**src/rtl/exception_controller.sv**
```systemverilog
// Exception/interrupt sequencer: latches masked cause lines, arbitrates at instruction boundaries,
// saves EPC, vectors the PC and restores it on eret. Define EXC_VECTORED_EN for per-cause vectors.
module exception_controller #(
    parameter int unsigned NUM_CAUSES = 4,
    parameter int unsigned WIDTH = 16,
    parameter int unsigned MASK_LSB = 4,
    parameter logic [WIDTH-1:0] VEC_BASE = 16'h0010,
    localparam int unsigned TW = (NUM_CAUSES > 1) ? $clog2(NUM_CAUSES) : 1
) (
    input  logic                  CLK,
    input  logic                  Reset,
    input  logic [NUM_CAUSES-1:0] cause_req,
    input  logic [WIDTH-1:0]      status,
    input  logic                  commit,
    input  logic                  exc_ack,
    input  logic                  eret,
    input  logic [WIDTH-1:0]      epc_in,
    output logic                  exc_valid,
    output logic [TW-1:0]         ExType,
    output logic                  KernelMode,
    output logic                  pc_load,
    output logic [WIDTH-1:0]      pc_target,
    output logic [WIDTH-1:0]      epc_out,
    output logic [NUM_CAUSES-1:0] pending,
    output logic [NUM_CAUSES-1:0] cause_clr
);

    typedef enum logic [2:0] {
        StIdle, StReq, StSave, StVector, StKernel, StRet
    } state_e;

    state_e                state_q;
    logic [TW-1:0]         ex_type_q;
    logic [NUM_CAUSES-1:0] pending_q;
    logic [WIDTH-1:0]      epc_q;

    logic [NUM_CAUSES-1:0] eligible;
    logic [NUM_CAUSES-1:0] clear_mask;
    logic [TW-1:0]         winner;
    logic [WIDTH-1:0]      vector;
    logic                  unused_status;

    // Only the enable field of the status word is consumed here.
    assign unused_status = ^status;

    assign eligible = (pending_q | cause_req) & status[MASK_LSB +: NUM_CAUSES];

    // Scan from the top so the lowest-numbered eligible cause is the last assignment.
    always_comb begin
        winner = '0;
        for (int i = int'(NUM_CAUSES) - 1; i >= 0; i--) begin
            if (eligible[i]) winner = TW'(i);
        end
    end

    assign clear_mask = (state_q == StSave) ? (NUM_CAUSES'(1) << ex_type_q) : '0;

`ifdef EXC_VECTORED_EN
    assign vector = VEC_BASE + (WIDTH'(ex_type_q) << 2);
`else
    assign vector = VEC_BASE;
`endif

    always_ff @(posedge CLK or posedge Reset) begin
        if (Reset) begin
            state_q   <= StIdle;
            ex_type_q <= '0;
            pending_q <= '0;
            epc_q     <= '0;
        end else begin
            // A request arriving alongside its own clear keeps the bit set.
            pending_q <= (pending_q & ~clear_mask) | cause_req;
            unique case (state_q)
                StIdle: begin
                    if (commit && (eligible != '0)) begin
                        ex_type_q <= winner;
                        state_q   <= StReq;
                    end
                end
                StReq: begin
                    if (exc_ack) state_q <= StSave;
                end
                StSave: begin
                    epc_q   <= epc_in;
                    state_q <= StVector;
                end
                StVector: state_q <= StKernel;
                StKernel: begin
                    if (eret) state_q <= StRet;
                end
                StRet:    state_q <= StIdle;
                default:  state_q <= StIdle;
            endcase
        end
    end

    // Moore outputs decoded from state and registers only.
    always_comb begin
        exc_valid  = (state_q == StReq);
        KernelMode = (state_q == StSave) || (state_q == StVector) ||
                     (state_q == StKernel) || (state_q == StRet);
        pc_load    = (state_q == StVector) || (state_q == StRet);
        pc_target  = '0;
        if (state_q == StVector) pc_target = vector;
        else if (state_q == StRet) pc_target = epc_q;
    end

    assign ExType    = ex_type_q;
    assign epc_out   = epc_q;
    assign pending   = pending_q;
    assign cause_clr = clear_mask;

endmodule

```
**config.mk**
```make
export PLATFORM = sky130hd
export DESIGN_NAME = exception_controller
export DESIGN_NICKNAME = d
export VERILOG_FILES = /design/src/rtl/exception_controller.sv
export SDC_FILE = /design/constraint.sdc
export NUM_CORES = 1
export LEC_CHECK = 0
export BUFFER_PORTS_ARGS = -buffer_cell sky130_fd_sc_hd__clkbuf_2
export CAP_MARGIN = 20
export CORE_MARGIN = 2
export CORE_UTILIZATION = 41
export CTS_CLUSTER_DIAMETER = 50
export DETAILED_ROUTE_END_ITERATION = 7
export GPL_TIMING_DRIVEN = 0
export PLACE_DENSITY = 0.85
export SLEW_MARGIN = 0
export SYNTH_ARGS = -nofsm -noshare
export SYNTH_HDL_FRONTEND = slang
export SYNTH_SLANG_ARGS = --single-unit
```
**constraint.sdc**
```tcl
create_clock -name CLK -period 1.8 [get_ports CLK]
set_clock_uncertainty 0.05 [all_clocks]
set_input_delay 0.45 -clock CLK [delete_from_list [all_inputs] [get_ports CLK]]
set_output_delay 0.45 -clock CLK [all_outputs]
set_load 0.05 [all_outputs]
```
==> results.yml, run 1 <==
outcome:
  status: "finished, violations left"
  violations: "setup timing"
pwr:
  max-vdd-ir-drop_uv: 1040
  leakagePower_nw: 1.09
  p_sw_share_pct: 52.2
  clock_power_share_pct: 5.9
  p_comb_share_pct: 70.0
  pwr-share-seq_pct: 24.1
  switching_power_mw: 2.24
  power_density_mw_per_mm2: 1940
  power.internal_mw: 2.05
clocking:
  htree_levels: 1
  clock-root-buffer: "clkbuf_4"
  clock-sinks: 25
  clk_pin_slew_ns: 0.15
  postCtsHoldBufs: 0
  clock_latency_ns: 0.32
  cts_tree: "yes"
  numCtsBuffers: 3
  clk_path_buf_depth: 2
worst_setup_path:
  start_kind: "register"
  end_kind: "output port"
  critical_path_class: "reg2out"
  required_ns: 1.30
  crit_arrival_ns: 1.66
  crit_fanout: 4
global_route:
  grt_max_degree: 26
  grt_pass1_wl_um: 5860
  first_global_vias: 1217
  overflow: 0
  grt_usage_pct: 22.4
  antenna_found_initial: 0
yosys:
  async_flop_share_pct: 100
  ys_seq_elements: 25
  synth_nets: 147
  yosysWarningCount: 0
  synth_cell_types: 30
  synth_flop_cell: "dfrtp_1"
  synth_seq_area_share_pct: 49.0
  syn_avg_cell_area_um2: 12.0
  syn_inst: 106
  synth_top_area_share_pct: 49.0
  synth_area_leaders: "dfrtp_1 49%, mux2_2 14%, and2_1 7.4%"
  syn_area_mm2: 0.00128
  synth_edf_count: 0
  yosysTopAreaCell: "dfrtp_1"
place:
  dpl_cell_area_mm2: 0.00173
  dp_hpwl_um: 2200
  routabilityCongestion: 0.775
  dp_worst_setup_slack_ns: -0.494
  place.port_buffers: 73
floorplanning:
  die_h_um: 59.8
  io_pins: 86
  dieArea_mm2: 0.00357
  std_cell_rows: 20
  initial_core_util_pct: 42.5
  coreArea_mm2: 0.00300
  die_w_um: 59.8
route:
  drtAntennaViolNets: 0
  totalWireLength_um: 3740
  via_per_inst: 5.07
  dr.pass1.iters: 4
  avgRoutedWirePerCell_um: 16.1
  vias: 1177
  drc: 0
  drt_iter0_drc: 23
run:
  cap_violations: 0
cells_and_area:
  layout_commonest_cell: "clkbuf_2"
  fin_nets: 241
  area_delta_synth_final_pct: 72.7
  num-fill-cells: 212
  final_area_mm2: 0.00220
  drive_above_1_share_pct: 70.9
  final_cell_mix: "50 x clkbuf_2, 24 x dfrtp_1, 16 x mux2_2, 14 x buf_4, 11 x clkbuf_8"
  post-route-util_pct: 73.4
  antenna_cells: 0
sta:
  rsz0062_at_grt: "true"
  finalHoldViolations: 0
  fmax_mhz: 463
  finalWorstSetupSlack_ns: -0.359
  min_period_over_period_pct: 120
  relSlewSlack_pct: 38.6
  fin_hold_ws_ns: 0.233
  worst_pin_slew_ns: 0.920
  setup_violations: 23
  drv_slew: 0
  period_needed_ns: 2.16
hold_path:
  hold_class: "in2async"
[metrics by stage]
stage	setup TNS (ns)	power, mW	cells
after global routing	-8.52	4.49	232
after CTS	-6.32	4.14	230
final	-6.99	4.29	232
after detailed placement	-5.88	3.44	212
after global placement	-5.32	3.39	212
after floorplan	-0.377	2.93	106
[state kept, by name, indices dropped and copies added (netlist names)]
register  count
epc_out      16
state_q       3
pending       4
ExType        2
[power by group through the flow]
stage | registers [mW] | logic [mW] | clock network (mW)
6_report | 1.03 | 3.00 | 0.251
2_1_floorplan | 1.78 | 1.15 | 0
4_1_cts | 1.03 | 2.85 | 0.258
5_1_grt | 1.07 | 3.13 | 0.283
3_5_place_dp | 1.05 | 2.39 | 0
3_3_place_gp | 1.03 | 2.36 | 0
[cells by family after synthesis]
logic type / after synthesis / share of synthesized area (%)
DFF: 25 / 49.0
and+or+nand+nor: 37 / 22.7
muxes: 18 / 15.7
buffers and inverters: 11 / 5.00
AOI/OAI and AO/OA: 15 / 7.55
[path summary, 6_finish.rpt]
check | from | to | slack (ns) | cells past startpoint
setup / recovery | state_q[2] | cause_clr[0] | -0.36 | 5
hold / removal | Reset | epc_out[9] | 0.23 | 2
setup reg to reg | state_q[2] | epc_out[6] | 0.11 | 6
hold reg to reg | pending[2] | pending[2] | 0.49 | 1
max in group asynchronous | Reset | state_q[1] | 0.85 | 2
min in group CLK | cause_req[2] | pending[2] | 0.28 | 2
[synthesized netlist by cell type (2+ instances only)]
| library cell | count |
|---|---|
| dfrtp_1 | 25 |
| mux2_2 | 16 |
| and2_1 | 15 |
| inv_1 | 6 |
| a21oi_1 | 4 |
| o21ai_0 | 4 |
| nand3b_1 | 3 |
| o21bai_1 | 3 |
| buf_4 | 2 |
| buf_6 | 2 |
| mux2i_1 | 2 |
| nand2_1 | 2 |
| nor2_1 | 2 |
| nor3_1 | 2 |
| nor3b_4 | 2 |
| or2b_1 | 2 |
[layout make-up]
| class | count | area [µm²] | share of cell area (%) |
|---|---|---|---|
| plain buffers | 5 | 58.8 | 2.67 |
| well taps | 33 | 41.3 | 1.87 |
| multi-input cells | 70 | 659 | 29.9 |
| flip-flops and latches | 25 | 627 | 28.4 |
| repair buffers | 89 | 764 | 34.7 |
| clock buffers | 3 | 22.5 | 1.02 |
| clock inverters | 1 | 5.00 | 0.227 |
| inverters | 6 | 26.3 | 1.19 |
[critical path: stages (launching register included)]
cell	delay, ns
dfrtp_1	0.42
buf_6	0.14
nor3b_4	0.23
buf_6	0.14
nor3b_4	0.23
buf_8	0.18
[what timing repair did]
item / 4_1_cts / 5_1_grt
setup buffers: 13 / 2
gates cloned: 1 / 0
endpoints found under the setup margin: 23 / 24
pin swaps: 4 / 3
gates resized for setup: 64 / 14
[metal layers]
| metal | track usage, % | vias to the layer above | wire (µm) |
|---|---|---|---|
| met5 | 0 | - | 0 |
| met4 | 9.21 | 0 | 153 |
| met3 | 4.33 | 14 | 162 |
| met2 | 40.1 | 49 | 2040 |
| met1 | 25.8 | 561 | 1390 |
| li1 | - | 553 | - |
(Power assumes the default switching activity.)
==> inputs of run 2 (changes only) <==
--- a/config.mk
+++ b/config.mk
@@ -11,7 +11,7 @@
 export CORE_UTILIZATION = 41
 export CTS_CLUSTER_DIAMETER = 50
 export DETAILED_ROUTE_END_ITERATION = 7
-export GPL_TIMING_DRIVEN = 0
+export GPL_TIMING_DRIVEN = 1
 export PLACE_DENSITY = 0.85
 export SLEW_MARGIN = 0
 export SYNTH_ARGS = -nofsm -noshare
==> run 2 against run 1 <==
  * The run still ends with setup timing left
  * Maximum frequency increased by 5.3%
  * Utilization increased by 2.3 points
  * Cell count increased by 0.43%
  * Die area unchanged
  * Register-to-register slack got worse by 0.04 ns
  * Setup slack improved by 0.11 ns
  * Routed wire length increased by 0.11%
  * Design area increased by 3.2%
  * Sequential share of layout area decreased by 0.82 points
  * Global-route usage decreased by 1.9 points
  * Sequential cell count unchanged
  * Critical path type unchanged
  * Critical endpoint is now pc_target[1]
==> results.yml, run 2 (synthesis results as in run 1) <==
cells_and_area:
  antenna_cells: 0
  drive_above_1_share_pct: 74.5
  fin_nets: 242
  area_delta_synth_final_pct: 78.2
  layout_commonest_cell: "clkbuf_2"
  layout.cells.non_filler: 233
  final_cell_mix: "50 x clkbuf_2, 23 x dfrtp_1, 16 x mux2_2, 15 x and2_4"
  post-route-util_pct: 75.8
  largest_register_ff_count: 16
  num-fill-cells: 197
worst_setup_path:
  start_kind: "register"
  crit_arrival_ns: 1.55
  end_kind: "output port"
  crit_fanout: 8
  required_ns: 1.30
  critical_path_class: "reg2out"
global_route:
  grt_pass1_wl_um: 5480
  grt_usage_pct: 20.5
  grt_max_degree: 26
  first_global_vias: 1222
  overflow: 0
  antenna_found_initial: 0
floorplanning:
  die_h_um: 59.8
  coreArea_mm2: 0.00300
  std_cell_rows: 20
  io_pins: 86
  initial_core_util_pct: 42.5
  die_w_um: 59.8
  dieArea_mm2: 0.00357
route:
  drc: 0
  via_per_inst: 5.11
  dr.pass1.iters: 4
  drt_iter0_drc: 28
  vias: 1190
  avgRoutedWirePerCell_um: 16.1
  drtAntennaViolNets: 0
  totalWireLength_um: 3750
pwr:
  switching_power_mw: 2.26
  power_density_mw_per_mm2: 1920
  p_sw_share_pct: 51.7
  max-vdd-ir-drop_uv: 1080
  p_comb_share_pct: 69.7
  leakagePower_nw: 1.12
  clock_power_share_pct: 5.8
  pwr-share-seq_pct: 24.6
  power.internal_mw: 2.11
sta:
  fin_hold_ws_ns: 0.0907
  finalHoldViolations: 0
  finalWorstSetupSlack_ns: -0.250
  period_needed_ns: 2.05
  min_period_over_period_pct: 114
  relSlewSlack_pct: 61.5
  fmax_mhz: 488
  rsz0062_at_grt: "true"
  worst_pin_slew_ns: 0.571
  setup_violations: 23
  drv_slew: 0
clocking:
  clock-sinks: 25
  cts_tree: "yes"
  postCtsHoldBufs: 0
  clock-root-buffer: "clkbuf_4"
  clock_latency_ns: 0.31
  clk_path_buf_depth: 2
  numCtsBuffers: 3
  htree_levels: 1
  clk_pin_slew_ns: 0.14
outcome:
  status: "finished, violations left"
  violations: "setup timing"
place:
  routabilityCongestion: 0.749
  dp_hpwl_um: 2320
  dp.cells: 216
  place.port_buffers: 73
hold_path:
  hold_class: "in2async"
run:
  cap_violations: 0
[run 2: changes by cell type in the layout (fill, tap and decap cells not counted), sizes merged]
| cell | change |
|---|---|
| clkbuf | -8 |
| buf | +9 |
| inv | +1 |
| clkinvlp | -1 |
[run 2: cell type report]
type | count | area [µm²] | area share, %
timing repair buffer | 95 | 873 | 38.4
multi-input combinational | 70 | 682 | 30.0
sequential | 25 | 628 | 27.6
tap | 33 | 41.3 | 1.82
clock buffer | 3 | 22.5 | 0.990
inverter | 6 | 22.5 | 0.990
clock inverter | 1 | 5.00 | 0.220
[run 2: worst paths after layout]
kind	start	endpoint	slack [ns]	cells past startpoint
min in group CLK	cause_req[1]	pending[1]	0.29	2
worst max-delay path	state_q[1]	pc_target[1]	-0.25	5
max in group asynchronous	Reset	state_q[1]	1.35	3
worst max register to register	state_q[2]	ExType[0]	0.07	7
worst min register to register	pending[2]	pending[2]	0.49	1
worst min-delay path	Reset	epc_out[7]	0.09	3
[run 2: through the flow]
| stage | worst slack (ns) | area, µm² | setup TNS (ns) | total power, mW |
|---|---|---|---|---|
| after detailed placement | -0.0179 | 1770 | -0.0179 | 3.48 |
| after global routing | -0.324 | 2270 | -5.93 | 4.56 |
| final | -0.250 | 2270 | -4.79 | 4.37 |
| after CTS | -0.237 | 2190 | -4.43 | 4.16 |
| after global placement | -0.0158 | 1770 | -0.0158 | 3.43 |
| after floorplan | -0.0788 | 1320 | -0.377 | 2.93 |
[run 2: routing by layer]
metal	vias to the layer above	routed length, µm	global-route usage [%]
li1	552	-	-
met5	-	0	0
met4	0	46	7.30
met3	4	131	1.73
met1	599	1430	23.2
met2	35	2140	39.3
[run 2: repair_timing]
| item | CTS | global route |
|---|---|---|
| gates cloned | 1 | 0 |
| buffers inserted | 8 | 4 |
| resized for setup | 71 | 28 |
| pin swaps | 8 | 8 |
| endpoints found under the setup margin | 23 | 24 |
[run 2: power groups by stage]
stage / clock, mW / sequential (mW) / combinational (mW)
floorplan: 0 / 1.78 / 1.15
global placement: 0 / 1.05 / 2.38
detailed placement: 0 / 1.07 / 2.41
CTS: 0.251 / 1.06 / 2.85
global route: 0.272 / 1.11 / 3.17
finish: 0.251 / 1.07 / 3.04
[run 2: worst max-delay path, stage by stage, from the launching register on]
cell and delay, ns:
dfrtp_2 0.47, nand2b_4 0.17, nor2_4 0.12, buf_6 0.16, and2_4 0.16, clkbuf_16 0.16
==> inputs of run 3 (changes only) <==
--- a/config.mk
+++ b/config.mk
@@ -17,3 +17,4 @@
 export SYNTH_ARGS = -nofsm -noshare
 export SYNTH_HDL_FRONTEND = slang
 export SYNTH_SLANG_ARGS = --single-unit
+export TNS_END_PERCENT = 5
==> run 3 against run 2 <==
  * The run still ends with setup timing left
  * Sequential cell count stayed put
  * Total power down 10%
  * Sequential share of layout area grew 3.7 points
  * Register-to-register slack better by 0.15 ns
  * Clock power is 6% lower
  * Clock-buffer cell count up 1
  * Non-clock buffer count down 10
  * Utilization is 9.0 points lower
  * Routed wire length decreased by 20%
  * Largest cell class unchanged
==> results.yml, run 3 (synthesis results as in run 1) <==
sta:
  period_needed_ns: 2.05
  drv_slew: 0
  relSlewSlack_pct: 74.6
  fmax_mhz: 488
  finalHoldViolations: 0
  fin_tns_setup_ns: -4.26
  fin_hold_ws_ns: 0.0948
  rsz0062_at_grt: "true"
  worst_pin_slew_ns: 0.377
  min_period_over_period_pct: 114
  setup_violations: 23
  finalWorstSetupSlack_ns: -0.249
global_route:
  first_global_vias: 1100
  antenna_found_initial: 0
  grt_max_degree: 26
  grt_usage_pct: 17.9
  overflow: 0
  grt_pass1_wl_um: 4890
cells_and_area:
  antenna_cells: 0
  fin_nets: 232
  largest_register_ff_count: 16
  layout_commonest_cell: "clkbuf_2"
  area_delta_synth_final_pct: 57.0
  drive_above_1_share_pct: 63.2
  final_cell_mix: "50 x clkbuf_2, 24 x dfrtp_1, 16 x mux2_2, 14 x clkbuf_8, 12 x and2_1"
  post-route-util_pct: 66.7
  num-fill-cells: 237
worst_setup_path:
  required_ns: 1.30
  r2r_slack_ns: 0.22
  path_buf_inv: 1
  rr_worst_depth: 3
  cpPeakStageDelay_ns: 0.49
  crit_fanout: 6
  crit_arrival_ns: 1.55
  rr_endpoint: "epc_out[3]"
  end_kind: "output port"
  cp_cell_sequence: "nor3b_4 > nor3b_4 > buf_8"
  worstReg2RegStart: "state_q[2]"
  critPathSlowestCell: "dfrtp_2"
  critPathCapture: "cause_clr[0]"
  crit_cells: 3
  critPathTopFamily: "simple AND/OR/NAND/NOR gates"
  path_common_cell: "nor3b_4"
  critical_path_class: "reg2out"
  worstSetupStartpoint: "state_q[2]"
  start_kind: "register"
route:
  avgRoutedWirePerCell_um: 13.5
  dr.pass1.iters: 4
  vias: 1081
  via_per_inst: 4.85
  totalWireLength_um: 3000
  drt_iter0_drc: 26
  drc: 0
  drtAntennaViolNets: 0
floorplanning:
  std_cell_rows: 20
  initial_core_util_pct: 42.5
  dieArea_mm2: 0.00357
  coreArea_mm2: 0.00300
  io_pins: 86
  die_h_um: 59.8
  die_w_um: 59.8
clocking:
  htree_levels: 1
  clock-root-buffer: "clkbuf_4"
  clk_pin_slew_ns: 0.12
  clock_latency_ns: 0.30
  cts_tree: "yes"
  numCtsBuffers: 3
  clk_path_buf_depth: 2
  clock-sinks: 25
  postCtsHoldBufs: 0
pwr:
  max-vdd-ir-drop_uv: 1150
  switching_power_mw: 2.07
  leakagePower_nw: 1.01
  power_density_mw_per_mm2: 1960
  clock_power_share_pct: 6.0
  pwr-share-seq_pct: 26.9
  power.internal_mw: 1.85
  p_comb_share_pct: 67.1
  p_sw_share_pct: 52.8
hold_path:
  hold_class: "in2async"
outcome:
  status: "finished, violations left"
  violations: "setup timing"
place:
  routabilityCongestion: 0.747
  place.port_buffers: 73
  dp_hpwl_um: 2330
run:
  cap_violations: 0
==> run 3: area by class of cell <==
type,count,area (µm²),area share (%)
Clock buffer,4,26.3,1.31
Inverter,6,22.5,1.12
Multi-Input combinational cell,70,609,30.4
Sequential cell,25,627,31.3
Tap cell,33,41.3,2.06
Timing Repair Buffer,85,677,33.8
==> run 3: through the flow <==
| stage | cell area, µm² | power [mW] | worst slack, ns | cells |
|---|---|---|---|---|
| floorplan | 1280 | 2.87 | -0.273 | 106 |
| global placement | 1740 | 3.38 | -0.0138 | 218 |
| detailed placement | 1740 | 3.45 | -0.0373 | 218 |
| CTS | 1990 | 3.91 | -0.258 | 223 |
| global route | 2000 | 4.14 | -0.355 | 223 |
| finish | 2000 | 3.92 | -0.249 | 223 |
==> run 3: routing by layer <==
layer	up-vias	share of wire, %	GRT usage, %
li1	535	-	-
met1	510	40	20.6
met2	34	55	34.3
met3	2	4.1	2.38
met4	0	0.90	4.76
met5	-	0	0
==> run 3: what timing repair did <==
action                     4_1_cts  5_1_grt
resized for setup               51       10
pin swaps                        5        2
buffers inserted                 1        0
setup endpoints to repair       23       23
==> run 3: power groups by stage <==
stage	clock network, mW	logic, mW	registers (mW)
after global routing	0.273	2.77	1.10
after detailed placement	0	2.39	1.06
after global placement	0	2.35	1.03
after CTS	0.249	2.61	1.05
after floorplan	0	1.10	1.77
final	0.235	2.63	1.05
==> run 3: worst min-delay path by stage <==
stage,cells after the start,startpoint,slack [ns],endpoint
after global routing,3,Reset,0.11,epc_out[13]
after global placement,1,pending[2],0.43,pending[2]
after floorplan,1,Reset,0.43,ExType[0]
after CTS,3,Reset,0.1,epc_out[10]
final,3,Reset,0.09,epc_out[10]
after detailed placement,3,Reset,0.45,epc_out[10]
==> run 3: worst reg2reg max path, delay by kind of cell (launching register included) <==
kind | cells | cell delay [ns]
buffers and inverters | 1 | 0.27
multiplexers | 1 | 0.37
flip-flops | 1 | 0.49
AND/OR/NAND/NOR | 1 | 0.30
